### src/rtl/bus8088_pkg.sv
// Shared types and defaults for the 8088 local-bus arbitration blocks.
package bus8088_pkg;

    typedef enum logic [2:0] {
        IDLE,
        HOLD_REQ,
        GRANT,
        RELEASE,
        WAIT_HLDA_LO
    } arb_state_t;

    localparam int unsigned DEF_NREQ       = 2;
    localparam int unsigned DEF_MAX_TENURE = 64;

    // Index width for an n-entry vector; never narrower than one bit.
    function automatic int unsigned idx_width(input int unsigned n);
        return (n > 1) ? $clog2(n) : 1;
    endfunction

endpackage

### src/rtl/bus_hold_arbiter_if.sv
// Requester/CPU-side signal bundle of bus_hold_arbiter; master is the arbiter side.
interface bus_hold_arbiter_if
    import bus8088_pkg::*;
#(
    parameter int unsigned NREQ = DEF_NREQ
) ();

    localparam int unsigned IW = idx_width(NREQ);

    logic [NREQ-1:0] req;
    logic            hlda;
    logic            hold;
    logic [NREQ-1:0] gnt;
    logic            busen;
    logic [IW-1:0]   owner;
    logic            preempt;

    modport master (
        input  req,
        input  hlda,
        output hold,
        output gnt,
        output busen,
        output owner,
        output preempt
    );

    modport slave (
        output req,
        output hlda,
        input  hold,
        input  gnt,
        input  busen,
        input  owner,
        input  preempt
    );

endinterface

### src/rtl/rr_pick.sv
// Combinational round-robin finder: first set request at or after ptr, wrapping modulo N.
module rr_pick
    import bus8088_pkg::*;
#(
    parameter int unsigned N  = DEF_NREQ,
    parameter int unsigned IW = idx_width(N)
) (
    input  logic [N-1:0]  req,
    input  logic [IW-1:0] ptr,
    output logic [N-1:0]  onehot,
    output logic [IW-1:0] idx,
    output logic          valid
);

    logic [N-1:0] rot;
    int unsigned  j;

    always_comb begin
        onehot = '0;
        idx    = '0;
        valid  = 1'b0;
        rot    = '0;
        j      = 0;
        for (int unsigned i = 0; i < N; i++) begin
            j   = (32'(ptr) + i) % N;
            rot = req >> j;
            if (!valid && rot[0]) begin
                valid = 1'b1;
                idx   = IW'(j);
            end
        end
        if (valid) begin
            onehot = N'(1) << idx;
        end
    end

endmodule

### src/rtl/bus_hold_arbiter.sv
// Shares the 8088 local bus between the CPU (via HOLD/HLDA) and NREQ round-robin requesters.
// Define ARB_TENURE_LIMIT_EN to cap each grant at MAX_TENURE cycles with a PREEMPT pulse.
module bus_hold_arbiter
    import bus8088_pkg::*;
#(
    parameter int unsigned NREQ       = DEF_NREQ,
    parameter int unsigned MAX_TENURE = DEF_MAX_TENURE,
    parameter int unsigned CNT_W      = $clog2(MAX_TENURE + 1)
) (
    input logic                clk,
    input logic                rst,
    bus_hold_arbiter_if.master bus
);

    localparam int unsigned IW = idx_width(NREQ);

    if (NREQ < 1 || NREQ > 8) begin : g_bad_nreq
        $error("bus_hold_arbiter: NREQ must be 1..8");
    end
    if (MAX_TENURE < 1 || CNT_W < $clog2(MAX_TENURE + 1)) begin : g_bad_tenure
        $error("bus_hold_arbiter: MAX_TENURE/CNT_W inconsistent");
    end

    arb_state_t      state_q, state_d;
    logic            hold_q, hold_d;
    logic [NREQ-1:0] gnt_q, gnt_d;
    logic [IW-1:0]   owner_q, owner_d;
    logic [IW-1:0]   ptr_q, ptr_d, ptr_next;
    logic [NREQ-1:0] pick_onehot;
    logic [IW-1:0]   pick_idx;
    logic            pick_valid;
    logic [NREQ-1:0] req_sh;
    logic            owner_req;
    logic            limit_hit;

    rr_pick #(
        .N  (NREQ),
        .IW (IW)
    ) u_pick (
        .req    (bus.req),
        .ptr    (ptr_q),
        .onehot (pick_onehot),
        .idx    (pick_idx),
        .valid  (pick_valid)
    );

    assign req_sh    = bus.req >> owner_q;
    assign owner_req = req_sh[0];
    // Last grantee goes to the back of the queue.
    assign ptr_next  = (owner_q == IW'(NREQ - 1)) ? '0 : owner_q + 1'b1;

`ifdef ARB_TENURE_LIMIT_EN
    logic [CNT_W-1:0] cnt_q, cnt_d;
    logic             preempt_q, preempt_d;

    assign limit_hit = (cnt_q == CNT_W'(MAX_TENURE - 1));

    always_comb begin
        cnt_d     = cnt_q;
        preempt_d = 1'b0;
        if (state_q == HOLD_REQ) begin
            cnt_d = '0;
        end else if (state_q == GRANT) begin
            if (cnt_q != '1) begin
                cnt_d = cnt_q + 1'b1;
            end
            preempt_d = bus.hlda && owner_req && limit_hit;
        end
    end

    always_ff @(posedge clk or posedge rst) begin
        if (rst) begin
            cnt_q     <= '0;
            preempt_q <= 1'b0;
        end else begin
            cnt_q     <= cnt_d;
            preempt_q <= preempt_d;
        end
    end

    assign bus.preempt = preempt_q;
`else
    assign limit_hit   = 1'b0;
    assign bus.preempt = 1'b0;
`endif

    always_comb begin
        state_d = state_q;
        hold_d  = hold_q;
        gnt_d   = gnt_q;
        owner_d = owner_q;
        ptr_d   = ptr_q;
        case (state_q)
            IDLE: begin
                if (|bus.req) begin
                    state_d = HOLD_REQ;
                    hold_d  = 1'b1;
                end
            end
            HOLD_REQ: begin
                // The CPU cycle in flight is never aborted: wait for HLDA even if REQ vanished.
                if (bus.hlda) begin
                    if (pick_valid) begin
                        state_d = GRANT;
                        gnt_d   = pick_onehot;
                        owner_d = pick_idx;
                    end else begin
                        state_d = RELEASE;
                    end
                end
            end
            GRANT: begin
                if (!bus.hlda) begin
                    state_d = WAIT_HLDA_LO;
                    hold_d  = 1'b0;
                    gnt_d   = '0;
                    ptr_d   = ptr_next;
                end else if (!owner_req || limit_hit) begin
                    state_d = RELEASE;
                    gnt_d   = '0;
                    ptr_d   = ptr_next;
                end
            end
            RELEASE: begin
                state_d = WAIT_HLDA_LO;
                hold_d  = 1'b0;
            end
            WAIT_HLDA_LO: begin
                if (!bus.hlda) begin
                    state_d = IDLE;
                end
            end
            default: begin
                state_d = IDLE;
                hold_d  = 1'b0;
                gnt_d   = '0;
            end
        endcase
    end

    always_ff @(posedge clk or posedge rst) begin
        if (rst) begin
            state_q <= IDLE;
            hold_q  <= 1'b0;
            gnt_q   <= '0;
            owner_q <= '0;
            ptr_q   <= '0;
        end else begin
            state_q <= state_d;
            hold_q  <= hold_d;
            gnt_q   <= gnt_d;
            owner_q <= owner_d;
            ptr_q   <= ptr_d;
        end
    end

    assign bus.hold  = hold_q;
    assign bus.gnt   = gnt_q;
    assign bus.busen = |gnt_q;
    assign bus.owner = owner_q;

endmodule

### src/flat_wrapper.sv
// flat-port wrapper written by rule: the top's interface ports become plain ports
module bus_hold_arbiter_flat import bus8088_pkg::*;
#(
    parameter int unsigned NREQ       = DEF_NREQ,
    parameter int unsigned MAX_TENURE = DEF_MAX_TENURE,
    parameter int unsigned CNT_W      = $clog2(MAX_TENURE + 1)
)
  (clk, rst, bus_req, bus_hlda, bus_hold, bus_gnt, bus_busen, bus_owner, bus_preempt);
  bus_hold_arbiter_if #(.NREQ(NREQ)) bus_i ();
  input logic clk;
  input logic rst;
  input wire logic [$bits(bus_i.req)-1:0] bus_req;
  input wire logic [$bits(bus_i.hlda)-1:0] bus_hlda;
  output wire logic [$bits(bus_i.hold)-1:0] bus_hold;
  output wire logic [$bits(bus_i.gnt)-1:0] bus_gnt;
  output wire logic [$bits(bus_i.busen)-1:0] bus_busen;
  output wire logic [$bits(bus_i.owner)-1:0] bus_owner;
  output wire logic [$bits(bus_i.preempt)-1:0] bus_preempt;
  assign bus_i.req = bus_req;
  assign bus_i.hlda = bus_hlda;
  assign bus_hold = bus_i.hold;
  assign bus_gnt = bus_i.gnt;
  assign bus_busen = bus_i.busen;
  assign bus_owner = bus_i.owner;
  assign bus_preempt = bus_i.preempt;
  bus_hold_arbiter #(.NREQ(NREQ), .MAX_TENURE(MAX_TENURE), .CNT_W(CNT_W)) u_core (.clk(clk), .rst(rst), .bus(bus_i));
endmodule
### config.mk
export PLATFORM = sky130hd
export DESIGN_NAME = bus_hold_arbiter_flat
export DESIGN_NICKNAME = d
export VERILOG_FILES = /design/src/rtl/bus8088_pkg.sv /design/src/rtl/bus_hold_arbiter_if.sv /design/src/rtl/rr_pick.sv /design/src/rtl/bus_hold_arbiter.sv /design/src/flat_wrapper.sv
export SDC_FILE = /design/constraint.sdc
export NUM_CORES = 1
export LEC_CHECK = 0
export CAP_MARGIN = 20
export CORE_AREA = 4 4 41 43
export DETAILED_ROUTE_END_ITERATION = 6
export DIE_AREA = 0 0 45 47
export PLACE_DENSITY = 0.69
export REMOVE_ABC_BUFFERS = 1
export SLEW_MARGIN = 20
export SYNTH_ARGS = -nofsm -noshare
export SYNTH_HDL_FRONTEND = slang
export SYNTH_SLANG_ARGS = --single-unit
### constraint.sdc
create_clock -name clk -period 2.2 [get_ports clk]
set_input_delay 0.33 -clock clk [delete_from_list [all_inputs] [get_ports clk]]
set_output_delay 0.33 -clock clk [all_outputs]
set_load 0.03 [all_outputs]
==> out/results.ini, run 1 <==
[worst_hold_path]
worstHoldPathType=primary input to async pin

[critical_path]
critPathCaptureType=output port
rr_endpoint=u_core.ptr_q
path_delay_family=buffers and inverters
crit_path_cell_trace=or2_2, clkdlybuf4s50_1
critPathArrivalTime_ns=1.55
startpoint_type=flop
crit_required_ns=1.87
rrSetupSlack_ns=0.95
slowest_delay_ns=0.59
reg2reg_from=u_core.state_q[0]
cp_max_fo=4
slowest_stage=clkdlybuf4s50_1
path_buf_inv=1
critPathKind=flop to output port
r2r_cells=3

[clock_network]
cts_hold_buf=0
worst_setup_hold_path_clk_slew_ns=0.06
cts_tree=yes
cts_resized=0
tritoncts.num_buffers=3
clockBufferDepth=2
h-tree-depth=1
cts.sinks=8
root_buffer=clkbuf_4
cts_setup_buffers=0
clk_latency_ns=0.26

[detailed_routing]
num_vias=421
via_per_inst=5.54
dr.pass1.iters=4
wl_per_cell_um=13.1
drt-initial-drc-count=5
drc_errors=0
wl_um=993
ant_nets=0

[synthesis]
synthAdderAreaFrac=0
synth.top_cells.by_area=dfrtp_1, buf_6, a31oi_1, nand2_1, o2bb2ai_1
yosys.area.top_type=dfrtp_1
synth_top_family_by_area=compound AO/OA/AOI/OAI gates
synth_top_area_share=0.402
synth_cells=54
syn_area_per_cell_um2=9.22
synth.ff_latch_count=8
synth_xor_area_frac=0.0176
netlist_area_um2=498
synth_simple_gate_area_frac=0.206
ys_seq_area_frac=0.402
synth_compound_area_frac=0.229
synth.area.mux_share=0.0427
synth_cell_types=30
ys_warn_count=0

[sta]
finalCritPeriodShare=0.855
min_period_ns=1.88
finalMaxSlewViolations=0
clock-skew-final_ns=0.00207
fmax_mhz=531
setup_viol=0
tns_ns=0
rsz0062_at_grt=false
finalHoldViolCount=0
hold_slack_ns=0.321

[global_route]
overflow=0
grt_max_degree=12
track_usage=0.113
grt_pass1_wl_mm=1.66
antenna_found_initial=0
grt_pass1_vias=375

[finish]
antenna_cells=0
drive_above_1_share=0.0820
fillers=134
layout_common_cells=clkdlybuf4s50_1, dfrtp_1, nand2_1
syn_to_final_growth_pct=18.3
fin_util=0.453
nNetsFinal=68
final_common_cell=clkdlybuf4s50_1

[die]
num_rows=13
dieHeight_um=47
die_w_um=45
core_mm2=0.00130
start_util=0.383
io_pins=11
dieArea_mm2=0.00212

[job]
drv_cap=0

[place]
portBuffers=9
place_congestion=0.797
hpwl_um=678

[power]
powerDensity_mw_per_mm2=1450
leakage_nw=0.239
worst_ir_drop_vdd_v=0.000514

[outcome]
status=finished, final reports clean

==> metrics by stage <==
stage	total power, W	worst slack [ns]	cell area [µm²]	cells
5_1_grt	0.000928	0.270	589	76
6_report	0.000852	0.318	589	76
3_3_place_gp	0.000731	0.562	567	73
3_5_place_dp	0.000732	0.541	567	73
4_1_cts	0.000857	0.297	589	76
2_1_floorplan	0.000585	0.964	458	49
==> cells by family (layout without fill, tap and decap cells) <==
group,count (synthesis),in the layout
buffers and inverters,7,14
XOR/XNOR,1,1
AND/OR/NAND/NOR,18,18
multiplexers,2,2
other,1,1
AO/OA/AOI/OAI,17,17
flip-flops,8,8
==> where the power goes <==
part	internal, W	switching [W]	leakage, nW	total [W]
registers	0.000211	0.0000951	0.0964	0.000306
logic	0.000206	0.000222	0.129	0.000428
clock network	0.0000627	0.0000545	0.0138	0.000117
total	0.000480	0.000372	0.239	0.000852
==> state kept, by name, indices dropped and copies added (netlist names) <==
name	flops
u_core.bus.owner	1
u_core.bus.hold	1
u_core.state_q	3
u_core.bus.gnt	2
u_core.ptr_q	1
==> synthesized netlist by cell type (all sizes together) <==
library cell and instances:
dfrtp 8, buf 5, nand2 5, o21ai 4
a31oi 3, nand3 3, a21oi 2, inv 2
nand2b 2, o211ai 2, o2bb2ai 2, a21bo 1
and2 1, and4bb 1, conb 1, mux2 1
mux2i 1, nand3b 1, nand4 1, nor2 1
nor2b 1, nor3b 1, o21bai 1, o22ai 1
o32ai 1, or2 1, xnor2 1
==> cell type report <==
cell class | count | area (µm²) | area share
clock buffers | 3 | 22.5 | 0.0382
inverters | 2 | 7.51 | 0.0127
multi-input cells | 39 | 250 | 0.425
flip-flops and latches | 8 | 200 | 0.340
well taps | 15 | 18.8 | 0.0318
repair buffers | 9 | 90.1 | 0.153
==> worst max-delay path by stage <==
| stage | endpoint | startpoint | depth (start not counted) |
|---|---|---|---|
| 2_1_floorplan | bus_busen | u_core.bus.gnt[0] | 1 |
| 3_3_place_gp | u_core.bus.owner | bus_hlda | 4 |
| 3_5_place_dp | u_core.bus.owner | bus_hlda | 4 |
| 4_1_cts | bus_busen | u_core.bus.gnt[0] | 2 |
| 5_1_grt | bus_busen | u_core.bus.gnt[0] | 2 |
| 6_report | bus_busen | u_core.bus.gnt[0] | 2 |
==> routing by layer <==
layer  GRT usage  up-vias  wire (µm)  part of all wire
met5           0        -          0                 0
met4      0.0877        0         34             0.034
met3      0.0230        5         67             0.067
met2       0.161       13        426              0.43
met1       0.149      195        464              0.47
li1            -      208          -                 -
(Power assumes the default switching activity.)
==> run 2: changes to the inputs <==
--- a/config.mk
+++ b/config.mk
@@ -9,7 +9,7 @@
 export CORE_AREA = 4 4 41 43
 export DETAILED_ROUTE_END_ITERATION = 6
 export DIE_AREA = 0 0 45 47
-export PLACE_DENSITY = 0.69
+export PLACE_DENSITY = 0.71
 export REMOVE_ABC_BUFFERS = 1
 export SLEW_MARGIN = 20
 export SYNTH_ARGS = -nofsm -noshare
==> constraint.sdc (replaced) <==
create_clock -name clk -period 1.6 [get_ports clk]
set_input_delay 0.24 -clock clk [delete_from_list [all_inputs] [get_ports clk]]
set_output_delay 0.24 -clock clk [all_outputs]
set_load 0.03 [all_outputs]
==> run 2 against run 1 <==
  * Sequential share of layout area down 1.2 points
  * Register-to-register slack got worse by 0.65 ns
  * First-iteration DRC count is the same
  * Hold slack worse by 0.083 ns
  * Clock skew is 0.00079 ns higher
  * Final area rose by 3.6%
  * Flip-flop and latch count is the same
  * Clock power is 32% higher
  * Count of clock-buffer cells in the layout unchanged
  * Final cell count up 2.6%
  * Sequential power up 35%
  * Non-clock buffer count rose by 2
  * Critical endpoint unchanged
  * Highest routed layer is now met3
==> out/results.ini, run 2 (same netlist as run 1, synthesis figures left out) <==
[sta]
clock-skew-final_ns=0.00286  ; +0.000791 ns
finalCritPeriodShare=0.958
hold_slack_ns=0.238  ; -0.0829 ns
finalHoldViolCount=0  ; unchanged
rsz0062_at_grt=false
setup_viol=0  ; unchanged
fmax_mhz=652
tns_ns=0  ; unchanged
finalMaxSlewViolations=0  ; unchanged
min_period_ns=1.53

[power]
worst_ir_drop_vdd_v=0.000943  ; +83%
power_w=0.00115  ; +35%
powerDensity_mw_per_mm2=1880  ; +30%
leakage_nw=0.291  ; +22%

[critical_path]
rrSetupSlack_ns=0.30  ; -0.65 ns
crit_required_ns=1.36  ; -0.51 ns
startpoint_type=flop
reg2reg_from=u_core.state_q[0]
r2r_cells=3  ; unchanged
endpoint=bus_busen
cp-startpoint=u_core.bus.gnt[0]
crit_path_cell_trace=or2_2, dlygate4sd2_1
critPathKind=flop to output port
slowest_delay_ns=0.40  ; -0.19 ns
cp_max_fo=4  ; unchanged
slowest_stage=dfrtp_1
critPathCaptureType=output port
rr_endpoint=u_core.ptr_q
critPathArrivalTime_ns=1.29  ; -0.26 ns

[outcome]
status=finished, final reports clean

[die]
num_rows=13  ; unchanged
core_mm2=0.00130  ; unchanged
dieArea_mm2=0.00212  ; unchanged
dieHeight_um=47  ; unchanged
die_w_um=45  ; unchanged
start_util=0.383  ; unchanged
io_pins=11  ; unchanged

[detailed_routing]
num_vias=422  ; +0.24%
wl_um=989  ; -0.40%
via_per_inst=5.41  ; -2.3%
wl_per_cell_um=12.7  ; -3.0%
drc_errors=0  ; unchanged
drt-initial-drc-count=5  ; unchanged
ant_nets=0  ; unchanged
dr.pass1.iters=4  ; unchanged

[clock_network]
clockBufferDepth=2  ; unchanged
cts_hold_buf=0  ; unchanged
tritoncts.num_buffers=3  ; unchanged
worst_setup_hold_path_clk_slew_ns=0.05  ; about the same
cts_tree=yes
h-tree-depth=1  ; unchanged
root_buffer=clkbuf_4
clk_latency_ns=0.25  ; about the same
cts.sinks=8  ; unchanged

[finish]
final_common_cell=dfrtp_1
fillers=138  ; +3.0%
syn_to_final_growth_pct=22.6
antenna_cells=0  ; unchanged
largest_reg_flops=3  ; unchanged
drive_above_1_share=0.111  ; +0.0291
fin_cells=78  ; +2.6%
layout_common_cells=dfrtp_1, nand2_1, clkdlybuf4s50_1
final_area_um2=611  ; +3.6%
nNetsFinal=70  ; +2.9%
regMostFlops=u_core.state_q

[place]
placed_cell_area_um2=582  ; +2.6%
place_congestion=0.745  ; -6.5%
portBuffers=9  ; unchanged
dpl.cell_count=75  ; +2.7%
hpwl_um=738  ; +8.8%

[global_route]
track_usage=0.116  ; +0.00248
grt_pass1_vias=368  ; -1.9%
grt_pass1_wl_mm=1.64  ; -1.2%
grt_max_degree=12  ; unchanged
antenna_found_initial=0  ; unchanged
overflow=0  ; unchanged

[worst_hold_path]
worstHoldPathType=primary input to async pin

[job]
drv_cap=0  ; unchanged

==> run 2: cell count changes in the layout (fill, tap and decap cells not counted), sizes merged <==
| cell | previous run | this run |
|---|---|---|
| buf | 0 | 2 |
| clkdlybuf4s50 | 9 | 5 |
| dlygate4sd2 | 0 | 1 |
| dlymetal6s2s | 0 | 3 |
==> run 2: how the worst min path moves through the flow <==
stage | cells past startpoint | slack (ns) | endpoint | from
CTS | 2 | 0.24 | u_core.bus.gnt[1] | rst
detailed placement | 2 | 0.51 | u_core.bus.owner | rst
global placement | 1 | 0.49 | u_core.ptr_q | u_core.ptr_q
global route | 2 | 0.25 | u_core.bus.gnt[1] | rst
finish | 2 | 0.24 | u_core.bus.gnt[1] | rst
floorplan | 1 | 0.06 | u_core.bus.gnt[0] | rst
==> run 2: routing by layer <==
layer  routed length (µm)  track usage  vias up
met5                    0            0        -
met4                    0       0.0526        0
met3                   99       0.0690        0
li1                     -            -      214
met1                  460        0.147      192
met2                  429        0.155       16
==> run 2: repair_timing <==
action | in CTS | in global routing
resized for setup | 1 | 3
setup buffers | 0 | 0
setup endpoints to repair | 1 | 3
==> run 2: worst max-delay path, delay by kind of cell, from the launching register on <==
| kind | cells | cell delay [ns] |
|---|---|---|
| flip-flops | 1 | 0.40 |
| buffers and inverters | 1 | 0.35 |
| AND/OR/NAND/NOR | 1 | 0.29 |
==> run 2: layout make-up <==
class / instances / area (µm²) / share of cell area
well taps: 15 / 18.8 / 0.0307
flip-flops and latches: 8 / 200 / 0.328
clock buffers: 3 / 22.5 / 0.0369
inverters: 2 / 7.51 / 0.0123
repair buffers: 11 / 111 / 0.182
multi-input cells: 39 / 250 / 0.410
==> run 2: power by group <==
| group | switching (W) | total, W | internal, W |
|---|---|---|---|
| Sequential | 0.000123 | 0.000414 | 0.000291 |
| Combinational | 0.000312 | 0.000581 | 0.000269 |
| Clock | 0.0000687 | 0.000155 | 0.0000858 |
==> run 2: stage by stage <==
stage / setup slack (ns) / utilization
5_1_grt: 0.00333 / 0.469
3_5_place_dp: 0.0856 / 0.447
3_3_place_gp: 0.0979 / 0.447
2_1_floorplan: 0.375 / -
6_report: 0.0673 / 0.469
4_1_cts: 0.00934 / 0.463
==> run 3: changes to the inputs <==
--- a/config.mk
+++ b/config.mk
@@ -5,11 +5,12 @@
 export SDC_FILE = /design/constraint.sdc
 export NUM_CORES = 1
 export LEC_CHECK = 0
+export ABC_AREA = 1
 export CAP_MARGIN = 20
 export CORE_AREA = 4 4 41 43
 export DETAILED_ROUTE_END_ITERATION = 6
 export DIE_AREA = 0 0 45 47
-export PLACE_DENSITY = 0.71
+export PLACE_DENSITY = 0.72
 export REMOVE_ABC_BUFFERS = 1
 export SLEW_MARGIN = 20
 export SYNTH_ARGS = -nofsm -noshare
==> run 3 against run 2 <==
  * Sequential power decreased by 8.0%
  * Sequential share of layout area is 1.2 points lower
  * Final area grew 3.7%
  * Critical path depth shrank 1
  * Die area unchanged
  * Non-clock buffer count shrank 2
  * Worst setup slack gained 0.023 ns
  * Count of clock-buffer cells in the layout unchanged
  * Fmax up 1.5%
==> out/results.ini, run 3 <==
[finish]
largest_reg_flops=3  ; unchanged
fin_cells=99  ; +27%
seq_area_um2=200  ; unchanged
final_common_cell=nand2_1
syn_to_final_growth_pct=24.6
antenna_cells=0  ; unchanged
regMostFlops=u_core.state_q
layout_common_cells=nand2_1, inv_1, nor2_1, dfrtp_1
fin_util=0.487  ; +0.0173
multi_input_area_um2=259  ; +3.5%
drive_above_1_share=0.167  ; +0.0556
fillers=141  ; +2.2%
nNetsFinal=91  ; +30%

[die]
dieArea_mm2=0.00212  ; unchanged
core_mm2=0.00130  ; unchanged
start_util=0.390  ; +0.00769
io_pins=11  ; unchanged
dieHeight_um=47  ; unchanged
die_w_um=45  ; unchanged
num_rows=13  ; unchanged

[synthesis]
async_flop_share=1.00  ; unchanged
synth_most_common_cell=nand2_1
synth_xor_area_frac=0  ; -0.0176
synth_edf_count=0  ; unchanged
synth_top_area_share=0.394  ; -0.00792
synth_compound_area_frac=0.0911  ; -0.138
synth_flop_cell=dfrtp_1
ys_warn_count=0  ; unchanged
synth_cell_types=17  ; -43%
ys_seq_area_frac=0.394  ; -0.00792
synth.top_cells.by_area=dfrtp_1, nand2_1, nand3_1, inv_1, nor2_1
yosys.area.top_type=dfrtp_1
synth.area.mux_share=0  ; -0.0427
syn_area_per_cell_um2=6.96  ; -25%
synth_common_cells=nand2_1, dfrtp_1, inv_1, nor2_1, nand3_1
synthAdderAreaFrac=0  ; unchanged
synth_simple_gate_area_frac=0.411  ; +0.205
synth_cells=73  ; +35%
netlist_area_um2=508  ; +2.0%
synth.ff_latch_count=8  ; unchanged
synth_top_family_by_area=simple AND/OR/NAND/NOR gates

[sta]
fmax_mhz=662  ; +1.5%
setup_viol=0  ; unchanged
min_period_ns=1.51  ; -0.0228 ns
timing.final.ws_setup_ns=0.0900  ; +0.0228 ns
finalHoldViolCount=0  ; unchanged
clock-skew-final_ns=0.0116  ; +0.00873 ns
tns_ns=0  ; unchanged
rsz0062_at_grt=false
finalMaxSlewViolations=0  ; unchanged
finalCritPeriodShare=0.944  ; -0.0142

[clock_network]
h-tree-depth=1  ; unchanged
cts_setup_buffers=0  ; unchanged
tritoncts.num_buffers=3  ; unchanged
clk_latency_ns=0.26  ; about the same
cts_tree=yes
cts.sinks=8  ; unchanged
cts_hold_buf=0  ; unchanged
root_buffer=clkbuf_4
clockBufferDepth=2  ; unchanged
worst_setup_hold_path_clk_slew_ns=0.06  ; about the same

[place]
hpwl_um=828  ; +12%
dpl.cell_count=96  ; +28%
place_ws_ns=0.181  ; +0.0950 ns
place_congestion=0.781  ; +4.8%
portBuffers=9  ; unchanged

[critical_path]
crit_cells=1  ; -1
slowest_stage=clkdlybuf4s50_1
critPathCaptureType=output port
crit_required_ns=1.36  ; about the same
crit_path_cell_trace=clkdlybuf4s50_1
path_delay_family=buffers and inverters
startpoint_type=flop
critPathArrivalTime_ns=1.27  ; -0.02 ns
critPathKind=flop to output port
cp_max_fo=2  ; -2
r2r_cells=5  ; +2
slowest_delay_ns=0.67  ; +0.27 ns
path_buf_inv=1  ; unchanged

[global_route]
grt_pass1_vias=427  ; +16%
grtUsageMet1=0.150  ; +0.00268
grt-busiest-layer=met2
use_met2=0.195  ; +0.0395
overflow=0  ; unchanged
antenna_found_initial=0  ; unchanged
grt_max_degree=9  ; -3
grt_pass1_wl_mm=1.83  ; +11%
met3_usage=0.0268  ; -0.0421
track_usage=0.121  ; +0.00567

[detailed_routing]
ant_nets=0  ; unchanged
via_per_inst=4.90  ; -9.4%
wl_per_cell_um=10.2  ; -19%
wl_mm=1.01  ; +2.3%
num_vias=485  ; +15%
dr.pass1.iters=4  ; unchanged
drc_errors=0  ; unchanged
drt-initial-drc-count=22  ; +17

[job]
drv_cap=0  ; unchanged

[power]
worst_ir_drop_vdd_v=0.000864  ; -8.3%
powerDensity_mw_per_mm2=1960  ; +4.1%
leakage_nw=0.353  ; +21%

[outcome]
status=finished, final reports clean

[worst_hold_path]
worstHoldPathType=primary input to async pin

==> run 3: cell count changes after synthesis, moves of 3 or more <==
| cell | before | now |
|---|---|---|
| nand3_1 | 3 | 7 |
| nor2_1 | 1 | 8 |
| inv_1 | 2 | 8 |
| inv_2 | 0 | 3 |
| nand2_1 | 5 | 22 |
| a31oi_1 | 3 | 0 |
==> run 3: path summary, 6_finish.rpt <==
path / from / to / slack (ns)
setup / recovery: u_core.bus.gnt[1] / bus_gnt[1] / 0.09
hold / removal: rst / u_core.bus.owner / 0.23
setup reg to reg: u_core.state_q[2] / u_core.bus.owner / 0.43
hold reg to reg: u_core.ptr_q / u_core.ptr_q / 0.49
max in group asynchronous: rst / u_core.state_q[0] / 1.12
min in group clk: u_core.ptr_q / u_core.ptr_q / 0.49
==> run 3: kinds of logic (layout without fill, tap and decap cells) <==
kind of cell / count (synthesis) / in the layout
and+or+nand+nor: 45 / 45
buffers and inverters: 12 / 23
DFF: 8 / 8
AOI/OAI and AO/OA: 7 / 7
other: 1 / 1
==> run 3: repair_timing <==
| action | in CTS | in global routing |
|---|---|---|
| pin swaps | 0 | 0 |
| endpoints found under the setup margin | 1 | 1 |
| gates resized for setup | 1 | 1 |
| gates cloned | 0 | 0 |
==> run 3: area by class of cell <==
cell class              count  share of cell area
clock buffers               3              0.0356
inverters                  11              0.0652
multi-input cells          53               0.409
flip-flops and latches      8               0.316
well taps                  15              0.0296
repair buffers              9               0.144
==> run 3: where the power goes <==
| group | switching (W) | internal, W | total (W) |
|---|---|---|---|
| clock | 0.0000701 | 0.0000859 | 0.000156 |
| combinational | 0.000442 | 0.000262 | 0.000704 |
| sequential | 0.0000861 | 0.000295 | 0.000381 |
==> run 3: per-stage QoR <==
stage | hold slack, ns | instance area, µm² | total power (W)
after CTS | 0.239 | 631 | 0.00126
final | 0.226 | 633 | 0.00124
after global placement | 0.473 | 609 | 0.00110
after detailed placement | 0.484 | 609 | 0.00111
after floorplan | 0.0557 | 500 | 0.000898
after global routing | 0.260 | 633 | 0.00137
==> run 3: per-layer routing <==
layer,vias to the layer above,wire length (µm)
li1,252,-
met1,214,472
met2,15,469
met3,4,48
met4,0,21
met5,-,0
